[config.mk]
export PLATFORM = sky130hd
export DESIGN_NAME = led_pattern_seq_flat
export DESIGN_NICKNAME = d
export VERILOG_FILES = /design/src/rtl/led_pattern_seq_if.sv /design/src/rtl/led_pattern_seq.sv /design/src/flat_wrapper.sv
export SDC_FILE = /design/constraint.sdc
export NUM_CORES = 1
export LEC_CHECK = 0
export CAP_MARGIN = 15
export CORE_MARGIN = 4
export CORE_UTILIZATION = 60
export CTS_CLUSTER_SIZE = 10
export DETAILED_ROUTE_END_ITERATION = 6
export PLACE_DENSITY_LB_ADDON = 0.12
export SETUP_SLACK_MARGIN = 0.5
export SYNTH_ARGS = -nofsm -noshare
export SYNTH_HDL_FRONTEND = slang
export SYNTH_SLANG_ARGS = --single-unit
[constraint.sdc]
create_clock -name clk -period 6.6 [get_ports clk]
set_clock_uncertainty 0.2 [all_clocks]
set_input_delay 1.98 -clock clk [delete_from_list [all_inputs] [get_ports clk]]
set_output_delay 1.98 -clock clk [all_outputs]
set_load 0.02 [all_outputs]
[src/rtl/led_pattern_seq_if.sv]
// led_pattern_seq_if: pattern/dimmer control and LED drive bundle.
// master: drives mode, brightness; slave: drives tick, led.
interface led_pattern_seq_if #(
    parameter int PWM_BITS = 4
);
    logic [1:0]          mode;
    logic [PWM_BITS-1:0] brightness;
    logic                tick;
    logic [5:0]          led;

    modport master (
        output mode,
        output brightness,
        input  tick,
        input  led
    );

    modport slave (
        input  mode,
        input  brightness,
        output tick,
        output led
    );
endinterface

[src/rtl/led_pattern_seq.sv]
// led_pattern_seq: step-pattern generator with PWM dimming for six
// active-low LEDs. Ports: clk, rst (sync, active-high), io.slave
// (mode, brightness in; tick, led out). Macro LED_PWM_EN enables
// the PWM dimmer; without it brightness is ignored and LEDs run
// at full on.
module led_pattern_seq #(
    parameter int CLK_HZ   = 27_000_000,
    parameter int STEP_HZ  = 4,
    parameter int PWM_BITS = 4
) (
    input  logic             clk,
    input  logic             rst,
    led_pattern_seq_if.slave io
);
    localparam int DIV = CLK_HZ / STEP_HZ;
    localparam int PW  = (DIV > 2) ? $clog2(DIV) : 1;

    typedef enum logic [1:0] {
        M_COUNT = 2'b00,
        M_SCAN  = 2'b01,
        M_BLINK = 2'b10,
        M_HOLD  = 2'b11
    } mode_t;

    logic [PW-1:0] pcnt;
    logic          tick_q;
    logic [5:0]    pat;
    mode_t         mode_q;
    mode_t         mode_in;
    logic [2:0]    pos;
    logic          dir;
    logic [2:0]    pos_nxt;
    logic          dir_nxt;
    logic [5:0]    led_q;
    logic          on;

    assign mode_in = mode_t'(io.mode);

    // Bounce walk: dir 0 = up, 1 = down; ends are visited once.
    always_comb begin
        pos_nxt = pos;
        dir_nxt = dir;
        if (!dir) begin
            if (pos == 3'd5) begin
                pos_nxt = 3'd4;
                dir_nxt = 1'b1;
            end else begin
                pos_nxt = pos + 3'd1;
            end
        end else begin
            if (pos == 3'd0) begin
                pos_nxt = 3'd1;
                dir_nxt = 1'b0;
            end else begin
                pos_nxt = pos - 3'd1;
            end
        end
    end

    // tick is registered: raised one cycle ahead so it is high
    // exactly while pcnt sits at DIV-1.
    always_ff @(posedge clk) begin
        if (rst) begin
            pcnt   <= '0;
            tick_q <= 1'b0;
            pat    <= '0;
            mode_q <= M_COUNT;
            pos    <= 3'd0;
            dir    <= 1'b0;
        end else begin
            if (pcnt == PW'(DIV - 1)) begin
                pcnt <= '0;
            end else begin
                pcnt <= pcnt + 1'b1;
            end
            tick_q <= (pcnt == PW'(DIV - 2));
            if (tick_q) begin
                if (mode_in != mode_q) begin
                    mode_q <= mode_in;
                    unique case (mode_in)
                        M_COUNT: pat <= '0;
                        M_SCAN: begin
                            pat <= 6'b000001;
                            pos <= 3'd0;
                            dir <= 1'b0;
                        end
                        M_BLINK: pat <= '1;
                        M_HOLD:  pat <= pat;
                    endcase
                end else begin
                    unique case (mode_q)
                        M_COUNT: pat <= pat + 6'd1;
                        M_SCAN: begin
                            pat <= 6'd1 << pos_nxt;
                            pos <= pos_nxt;
                            dir <= dir_nxt;
                        end
                        M_BLINK: pat <= ~pat;
                        M_HOLD:  pat <= pat;
                    endcase
                end
            end
        end
    end

`ifdef LED_PWM_EN
    logic [PWM_BITS-1:0] wcnt;

    always_ff @(posedge clk) begin
        if (rst) begin
            wcnt <= '0;
        end else begin
            wcnt <= wcnt + 1'b1;
        end
    end

    // All-ones brightness would otherwise miss the top count.
    assign on = (&io.brightness) | (wcnt < io.brightness);
`else
    wire unused_brightness = ^io.brightness;

    assign on = 1'b1;
`endif

    always_ff @(posedge clk) begin
        if (rst) begin
            led_q <= '1;
        end else begin
            led_q <= ~(pat & {6{on}});
        end
    end

    assign io.tick = tick_q;
    assign io.led  = led_q;
endmodule
[src/flat_wrapper.sv]
// flat-port wrapper written by rule: the top's interface ports become plain ports
module led_pattern_seq_flat 
#(
    parameter int CLK_HZ   = 27_000_000,
    parameter int STEP_HZ  = 4,
    parameter int PWM_BITS = 4
)
  (clk, rst, io_mode, io_brightness, io_tick, io_led);
  led_pattern_seq_if #(.PWM_BITS(PWM_BITS)) io_i ();
  input  logic clk;
  input  logic rst;
  input wire logic [$bits(io_i.mode)-1:0] io_mode;
  input wire logic [$bits(io_i.brightness)-1:0] io_brightness;
  output wire logic [$bits(io_i.tick)-1:0] io_tick;
  output wire logic [$bits(io_i.led)-1:0] io_led;
  assign io_i.mode = io_mode;
  assign io_i.brightness = io_brightness;
  assign io_tick = io_i.tick;
  assign io_led = io_i.led;
  led_pattern_seq #(.CLK_HZ(CLK_HZ), .STEP_HZ(STEP_HZ), .PWM_BITS(PWM_BITS)) u_core (.clk(clk), .rst(rst), .io(io_i));
endmodule
Word-level counts from Yosys, hierarchy flattened
Index checks and enable logic that the tools add are counted.
- bits in registers: 42
- output and inout port bits: 7
- $add $sub $neg: 4
- equal/unequal tests: 13
- shift operators: 1
- muxes and demuxes: 15
- bitwise logic cells: 1
- reduce and logical (&&, ||, !) cells: 8
- operators by type and width (operator ; number):
    23-bit equality test (second input constant) ; 2
    6-bit one-hot mux with 3 select lines ; 2
    23-bit by 1-bit adder with 23-bit output (second input constant) ; 1
    3-bit 2-to-1 mux ; 6
    2-bit equality test (second input constant) ; 4
    6-bit by 1-bit adder with 6-bit output (second input constant) ; 1
    1-bit 2-to-1 mux ; 6
    6-bit 2-to-1 mux ; 1
    6-bit inverter ; 1
    3-bit AND reduction ; 2
    1-bit by 3-bit left shift with 6-bit output (first input constant) ; 1
    2-bit by 1-bit equality test with 1-bit output (second input constant) ; 2
    2-bit logical NOT ; 2
    2-bit != test (second input constant) ; 2
    3-bit by 1-bit adder with 3-bit output (second input constant) ; 1
    3-bit equality test (second input constant) ; 1
    3-bit logical NOT ; 1
    3-bit by 1-bit subtractor with 3-bit output (second input constant) ; 1
    2-bit by 1-bit != test with 1-bit output (second input constant) ; 1
    2-bit != test ; 1
    2-bit AND reduction ; 1
    2-bit nonzero test ; 1
    2-bit OR reduction ; 1

Longest topological paths before layout
Gate-level depths: netlist of run 1.
- word-level depth: 6
- mapped depth: 9
- depth with buffers taken out: 8

Worst setup path before layout of run 1
No wires, ideal clock.
- path kind: input to register
- from: input port io_mode[0]
- to: register u_core.pat[3]
- setup time: 142 ps
- arrival: 3211 ps
- data required time: 6258 ps
- slack: 3046 ps
- cell stages on the path: 6
- buffers on the path: 0
- cells stage by stage: ha_1 or2_2 o21ba_2 o21ai_1 a2111oi_0 a221oi_1
- cells in the longest elaborated chain, start to end: 3
- ends and longest elaborated chain (element ; RTL line ; RTL):
    from (decl) ; flat_wrapper.sv:12 ; input wire logic [$bits(io_i.mode)-1:0] io_mode;
    2-bit equality test, or another cell as far along ; led_pattern_seq.sv:80 ; unique case (mode_in)
    6-bit one-hot mux with 3 select lines, or another cell as far along ; led_pattern_seq.sv:80 ;
    6-bit 2-to-1 mux or 3-bit AND reduction (tied branches) ; n/a ;
    to (signal assigned) ; led_pattern_seq.sv:88 ; M_HOLD: pat <= pat;
    to (signal assigned) ; led_pattern_seq.sv:92 ; M_COUNT: pat <= pat + 6'd1;
    to (signal assigned) ; led_pattern_seq.sv:94 ; pat <= 6'd1 << pos_nxt;
    to (decl) ; led_pattern_seq.sv:27 ; logic [5:0] pat;
Parallel ways exist; a longest one is shown, timed or not.
A chain may end at the register's enable or synchronous reset.

Final worst setup path of run 1
Same ends and word-level chain as after synthesis.

==> flow_summary.toml, run 1 <==
[clock_tree]
clk_latency_ns = 0.30
cts_sinks = 42
clk_pin_slew_ns = 0.08
clockBufferDepth = 2
cts_made_buffers = 5
cts_root_buf = "clkbuf_8"
hold_buffers = 0
cts_htree_levels = 2
cts_resized = 0
post_cts_buffers = 0
cts_tree = "yes"

[synthesis]
synth-xor-area-share = 0.106
yosys.area_share.simple = 0.252
ys_ff_latch = 42
muxShareOfSynthArea = 0.0225
avgSynthCellArea_um2 = 8.72
synth_edf_count = 0
synth-main-ff-cell = "dfxtp_1"
synth_nets = 282
syn-cell-area_um2 = 2280
postSynth.asyncResetShare = 0
syn_inst = 262
synth_seq_area_share = 0.368
synth_warnings = 0
synth_top_family_by_area = "simple AND/OR/NAND/NOR gates"
synth_compound_area_frac = 0.146
synthAdderAreaFrac = 0.0657
yosysUniqueCellTypes = 61

[sta]
fin_crit_sh = 0.618
fin_crit_ns = 4.08
slew_violations = 0
maxSlewHeadroom = 0.520
worst_pin_slew_ns = 0.720
setup_viol = 0
tns_ns = 0
grt_setup_unrepaired = "no"
final_hold_viol_count = 0
worst_slack_ns = 2.52
fmax_mhz = 245

[place]
dp_slack_ns = 2.23
port_buffers = 10
gp_congestion = 0.880
place_area_um2 = 2410
dp.final_hpwl_mm = 3.25

[floorplan]
rows = 22
die_h_um = 69.7
core_area_um2 = 3660
die_x_um = 69.7
initial_core_util = 0.624
die-area_um2 = 4860
io_pins = 15

[cells_and_area]
final_area_um2 = 2520
num_antenna_cells = 0
final_nets = 290
area_delta_synth_final_pct = 10.2
layout-drive-gt1-share = 0.0775
final_util = 0.688

[setup_path]
path_class = "in2reg"
r2r-start = "u_core.pos[1]$_SDFFE_PP0P_"
setup.worst_path.start = "io_mode[0]"
cp_slowest_cell = "clkdlybuf4s50_1"
cp_max_fo = 5
crit_arrival_ns = 4.04
critical_path.endpoint_type = "register"
cp_cell_sequence = "clkdlybuf4s50_1, inv_1, ha_1, or2_2, o21ba_2, o21ai_1, a2111oi_0, a221oi_1"
worst_ep_required_time_ns = 6.56
startpoint_type = "input pin"
max_stage_delay_ns = 0.59

[grt]
grt_max_degree = 23
grt_pass1_wl_mm = 7.87
grt_overflow_total = 0
track_usage = 0.198
antenna_found_initial = 0
grt_pass1_vias = 1699

[routing]
drtPass1Iterations = 4
drc = 0
wire_per_inst_um = 14.1
totalWireLength_mm = 4.49
drt_iter0_drc = 174
vias_per_cell = 5.88
postRouteAntennaNets = 0
vias = 1875

[power_and_ir_drop]
p_leak_nw = 0.922
power_density_nw_per_um2 = 190
peakVddDrop_uv = 172

[status]
status = "finished, final reports clean"

[job]
maxCapViolCount = 0

[min_path]
min_path_type = "reg2reg"
hold_path_startpoint = "u_core.pat[5]$_SDFFE_PP0P_"
## cell type report
cell class / instances / area (um2)
inverters: 14 / 52.6
fillers: 307 / 1140
well taps: 48 / 60.1
clock buffers: 6 / 72.6
multi-input cells: 197 / 1350
repair buffers: 10 / 100
flip-flops and latches: 42 / 841
clock inverters: 2 / 37.5
## cells by family (layout without fill, tap and decap cells)
kind of cell / count (synthesis) / count (layout)
AOI/OAI and AO/OA: 44 / 44
buffers and inverters: 23 / 32
muxes: 5 / 5
DFF: 42 / 42
adders and majority gates: 12 / 12
and+or+nand+nor: 110 / 110
xor gates and xnor gates: 26 / 26
## metrics by stage
stage,power (W),hold slack [ns],std cells
final,0.000479,0.260,319
after global routing,0.000498,0.296,319
after CTS,0.000486,0.268,319
after detailed placement,0.000282,0.240,311
after global placement,0.000282,0.242,311
after floorplan,0.000276,0.216,262
## power breakdown
part | total (W) | internal [W] | switching [W]
registers | 0.000257 | 0.000255 | 0.00000187
clock network | 0.000203 | 0.000113 | 0.0000904
logic | 0.0000195 | 0.00000840 | 0.0000111
total | 0.000479 | 0.000376 | 0.000103
## layout by cell type, fill, tap and decap left out, types with 2 or more instances in the layout
| cell | count |
|---|---|
| nand3_1 | 12 |
| inv_1 | 14 |
| nand4_1 | 4 |
| nand2b_1 | 6 |
| xor2_2 | 2 |
| clkbuf_8 | 5 |
| dfxtp_1 | 42 |
| nor3_1 | 7 |
| a2111oi_0 | 2 |
| ha_1 | 12 |
| a21oi_1 | 8 |
| clkdlybuf4s50_1 | 10 |
| nand3b_1 | 2 |
| a31o_2 | 2 |
| mux2i_1 | 4 |
| and2_1 | 2 |
| nor2_1 | 31 |
| o22ai_1 | 2 |
| nor4_1 | 3 |
| a221oi_1 | 3 |
| o21ai_0 | 4 |
| or3_1 | 2 |
| and4_1 | 2 |
| nor2b_1 | 3 |
| a21o_1 | 2 |
| xnor2_1 | 13 |
| and3_1 | 6 |
| or2_2 | 3 |
| o2bb2ai_1 | 2 |
| xor2_1 | 11 |
| nand2_1 | 17 |
| nor3b_1 | 2 |
## cell usage after synthesis (all sizes together), types with 2 or more instances
master | instances | area share
a21oi | 9 | 0.021
dfxtp | 42 | 0.37
nand2b | 6 | 0.016
a21o | 2 | 0.0066
ha | 12 | 0.066
xnor2 | 13 | 0.050
nor4 | 3 | 0.0082
or3 | 2 | 0.0055
or2 | 4 | 0.011
a221oi | 3 | 0.012
nor3b | 2 | 0.0066
and2 | 2 | 0.0055
nand3 | 12 | 0.026
buf | 5 | 0.0099
inv | 14 | 0.023
clkbuf | 4 | 0.0066
nor2 | 32 | 0.054
o21ai | 5 | 0.011
nor2b | 3 | 0.0082
nand3b | 2 | 0.0066
a2111oi | 3 | 0.014
and4 | 2 | 0.0077
nand4 | 4 | 0.011
nor3 | 8 | 0.020
xor2 | 13 | 0.056
a31o | 2 | 0.0077
nand2 | 17 | 0.028
mux2i | 4 | 0.018
and3 | 6 | 0.016
o2bb2ai | 2 | 0.0077
o22ai | 2 | 0.0055
## final timing paths
check	slack [ns]	cells past startpoint	end
setup / recovery	2.52	8	u_core.pat[3]$_SDFFE_PP0P_
hold reg to reg	0.26	1	u_core.io.led[5]$_SDFF_PP1_
setup reg to reg	4.25	6	u_core.pat[4]$_SDFFE_PP0P_
hold / removal	0.26	1	u_core.io.led[5]$_SDFF_PP1_
## worst max-delay path: cells and delay by family
family	cells	cell delay [ns]
and+or+nand+nor	1	0.30
adders and majority gates	1	0.19
AOI/OAI and AO/OA	4	0.91
buffers and inverters	2	0.66
## registers in the layout, summed over array words and instances (netlist names)
signal          count
u_core.pos          3
u_core.pcnt        23
u_core.pat          6
u_core.io.tick      1
u_core.io.led       6
u_core.mode_q       2
u_core.dir          1
## layer usage
metal | GRT usage | wire, um | vias up
met5 | 0 | 0 | -
met2 | 0.278 | 1850 | 34
met1 | 0.287 | 2330 | 891
li1 | - | - | 942
met3 | 0.0565 | 222 | 8
met4 | 0.0702 | 80 | 0
(Power assumes the default switching activity.)
==> run 2: changes to the inputs <==
CORE_UTILIZATION = 58   (was 60)
clock period = 3.8 ns   (was 6.6 ns; I/O delays follow)
==> run 2 against run 1 <==
  * Combinational power is 78% higher
  * Cell area grew 0.75%
  * Critical path depth shrank 1
  * Count of clock-buffer cells in the layout stayed put
  * First-iteration DRC count decreased by 15%
  * Core utilization fell by 1.0 points
  * Register-to-register slack worse by 2.8 ns
  * Sequential power grew 74%
  * Clock power rose by 72%
  * Final cell count up 0.63%
  * Worst hold slack got worse by 0.0024 ns
  * Non-clock buffer count is 2 higher
  * Critical endpoint unchanged
  * Highest routed layer unchanged
==> flow_summary.toml, run 2 (synthesis results as in run 1) <==
[status]
status = "finished, final reports clean"

[clock_tree]
cts_root_buf = "clkbuf_8"
clockBufferDepth = 2
clk_pin_slew_ns = 0.08
cts_tree = "yes"
cts_htree_levels = 2
cts_made_buffers = 5
clk_latency_ns = 0.29
post_cts_buffers = 0
cts_sinks = 42

[place]
dp.final_hpwl_mm = 3.23
gp_congestion = 0.862
place_area_um2 = 2420
port_buffers = 10

[sta]
fmax_mhz = 318
fin_crit_sh = 0.829
worst_pin_slew_ns = 0.641
maxSlewHeadroom = 0.567
fin_crit_ns = 3.15
grt_setup_unrepaired = "no"
slew_violations = 0
setup_viol = 0
final_hold_viol_count = 0
tns_ns = 0

[cells_and_area]
largest_register_ffs = 23
mostFrequentLayoutCells = "dfxtp_1, nor2_1, nand2_1"
final_common_cell = "dfxtp_1"
largest-register = "u_core.pcnt"
final_nets = 292
area_delta_synth_final_pct = 11.0
final_area_um2 = 2540
layout-drive-gt1-share = 0.0842
fillerInstances = 309
num_antenna_cells = 0

[setup_path]
worst_ep_required_time_ns = 3.76
crit_arrival_ns = 3.11
path_class = "in2reg"
cp_max_fo = 5
rr_endpoint = "u_core.pat[4]$_SDFFE_PP0P_"
startpoint_type = "input pin"
critical_path.endpoint_type = "register"
reg2reg_slack_ns = 1.45
reg2reg_depth = 6
r2r-start = "u_core.pos[1]$_SDFFE_PP0P_"

[grt]
track_usage = 0.197
grt_overflow_total = 0
grt_pass1_wl_mm = 8.05
grt_max_degree = 17
antenna_found_initial = 0
grt_pass1_vias = 1670

[power_and_ir_drop]
power_density_nw_per_um2 = 328
p_leak_nw = 0.941
peakVddDrop_uv = 271

[floorplan]
initial_core_util = 0.610
die_h_um = 70.8
rows = 22
core_area_um2 = 3740
die-area_um2 = 5010
io_pins = 15
die_x_um = 70.8

[min_path]
hold-path-cell-count = 1
min_to = "u_core.io.led[5]$_SDFF_PP1_"
min_path_type = "reg2reg"
hold_path_startpoint = "u_core.pat[5]$_SDFFE_PP0P_"

[routing]
drtPass1Iterations = 4
totalWireLength_mm = 4.63
postRouteAntennaNets = 0
vias = 1860
vias_per_cell = 5.79
drt_iter0_drc = 148
wire_per_inst_um = 14.4
drc = 0

[job]
maxCapViolCount = 0
[run 2: report_power, final]
part	internal (W)	leakage, nW	switching, W	total, W
sequential	0.000442	0.339	0.00000334	0.000446
clock	0.000196	0.0514	0.000154	0.000350
combinational	0.0000152	0.551	0.0000196	0.0000347
total	0.000654	0.941	0.000177	0.000831
[run 2: per-layer routing]
metal  track usage  wire (um)  vias up  share of wire
met4        0.0564         54        0          0.012
met3        0.0540        262        6          0.057
li1              -          -      946              -
met2         0.266       1930       55           0.42
met5             0          0        -              0
met1         0.304       2380      853           0.51
[run 2: worst max-delay path by stage]
stage,start,endpoint,slack (ns),depth (start not counted)
global route,io_mode[1],u_core.pat[3]$_SDFFE_PP0P_,0.56,7
floorplan,io_mode[0],u_core.pat[3]$_SDFFE_PP0P_,1.09,6
global placement,io_mode[0],u_core.pat[3]$_SDFFE_PP0P_,0.30,8
finish,io_mode[1],u_core.pat[3]$_SDFFE_PP0P_,0.65,7
detailed placement,io_mode[0],u_core.pat[3]$_SDFFE_PP0P_,0.30,8
CTS,io_mode[0],u_core.pat[3]$_SDFFE_PP0P_,0.61,8
[run 2: critical path: stages]
cell and delay [ns]:
clkdlybuf4s50_1 0.52, ha_1 0.27, or2_2 0.29, o21ba_2 0.28
o21ai_1 0.11, a2111oi_1 0.41, a221oi_1 0.09
[run 2: final cells by class]
class                   count  area (um2)  area share
clock buffers               6        72.6      0.0286
well taps                  48        60.1      0.0237
repair buffers             12         118      0.0464
inverters                  14        52.6      0.0207
flip-flops and latches     42         841       0.332
multi-input cells         197        1360       0.534
clock inverters             2        37.5      0.0148
[run 2: metrics by stage]
step                hold WS [ns]  instances  power (W)  setup slack (ns)  utilization
finish                     0.258        321   0.000831             0.651        0.677
CTS                        0.257        321   0.000840             0.607        0.676
global route               0.276        321   0.000868             0.565        0.677
detailed placement         0.238        313   0.000490             0.298        0.647
floorplan                  0.216        262   0.000479              1.09            -
global placement           0.248        313   0.000490             0.300        0.647
[run 2: repair_timing]
| item | in CTS | in global routing |
|---|---|---|
| hold buffers | 0 | 0 |
| resized for setup | 0 | 2 |
| endpoints found under the setup margin | 0 | 1 |
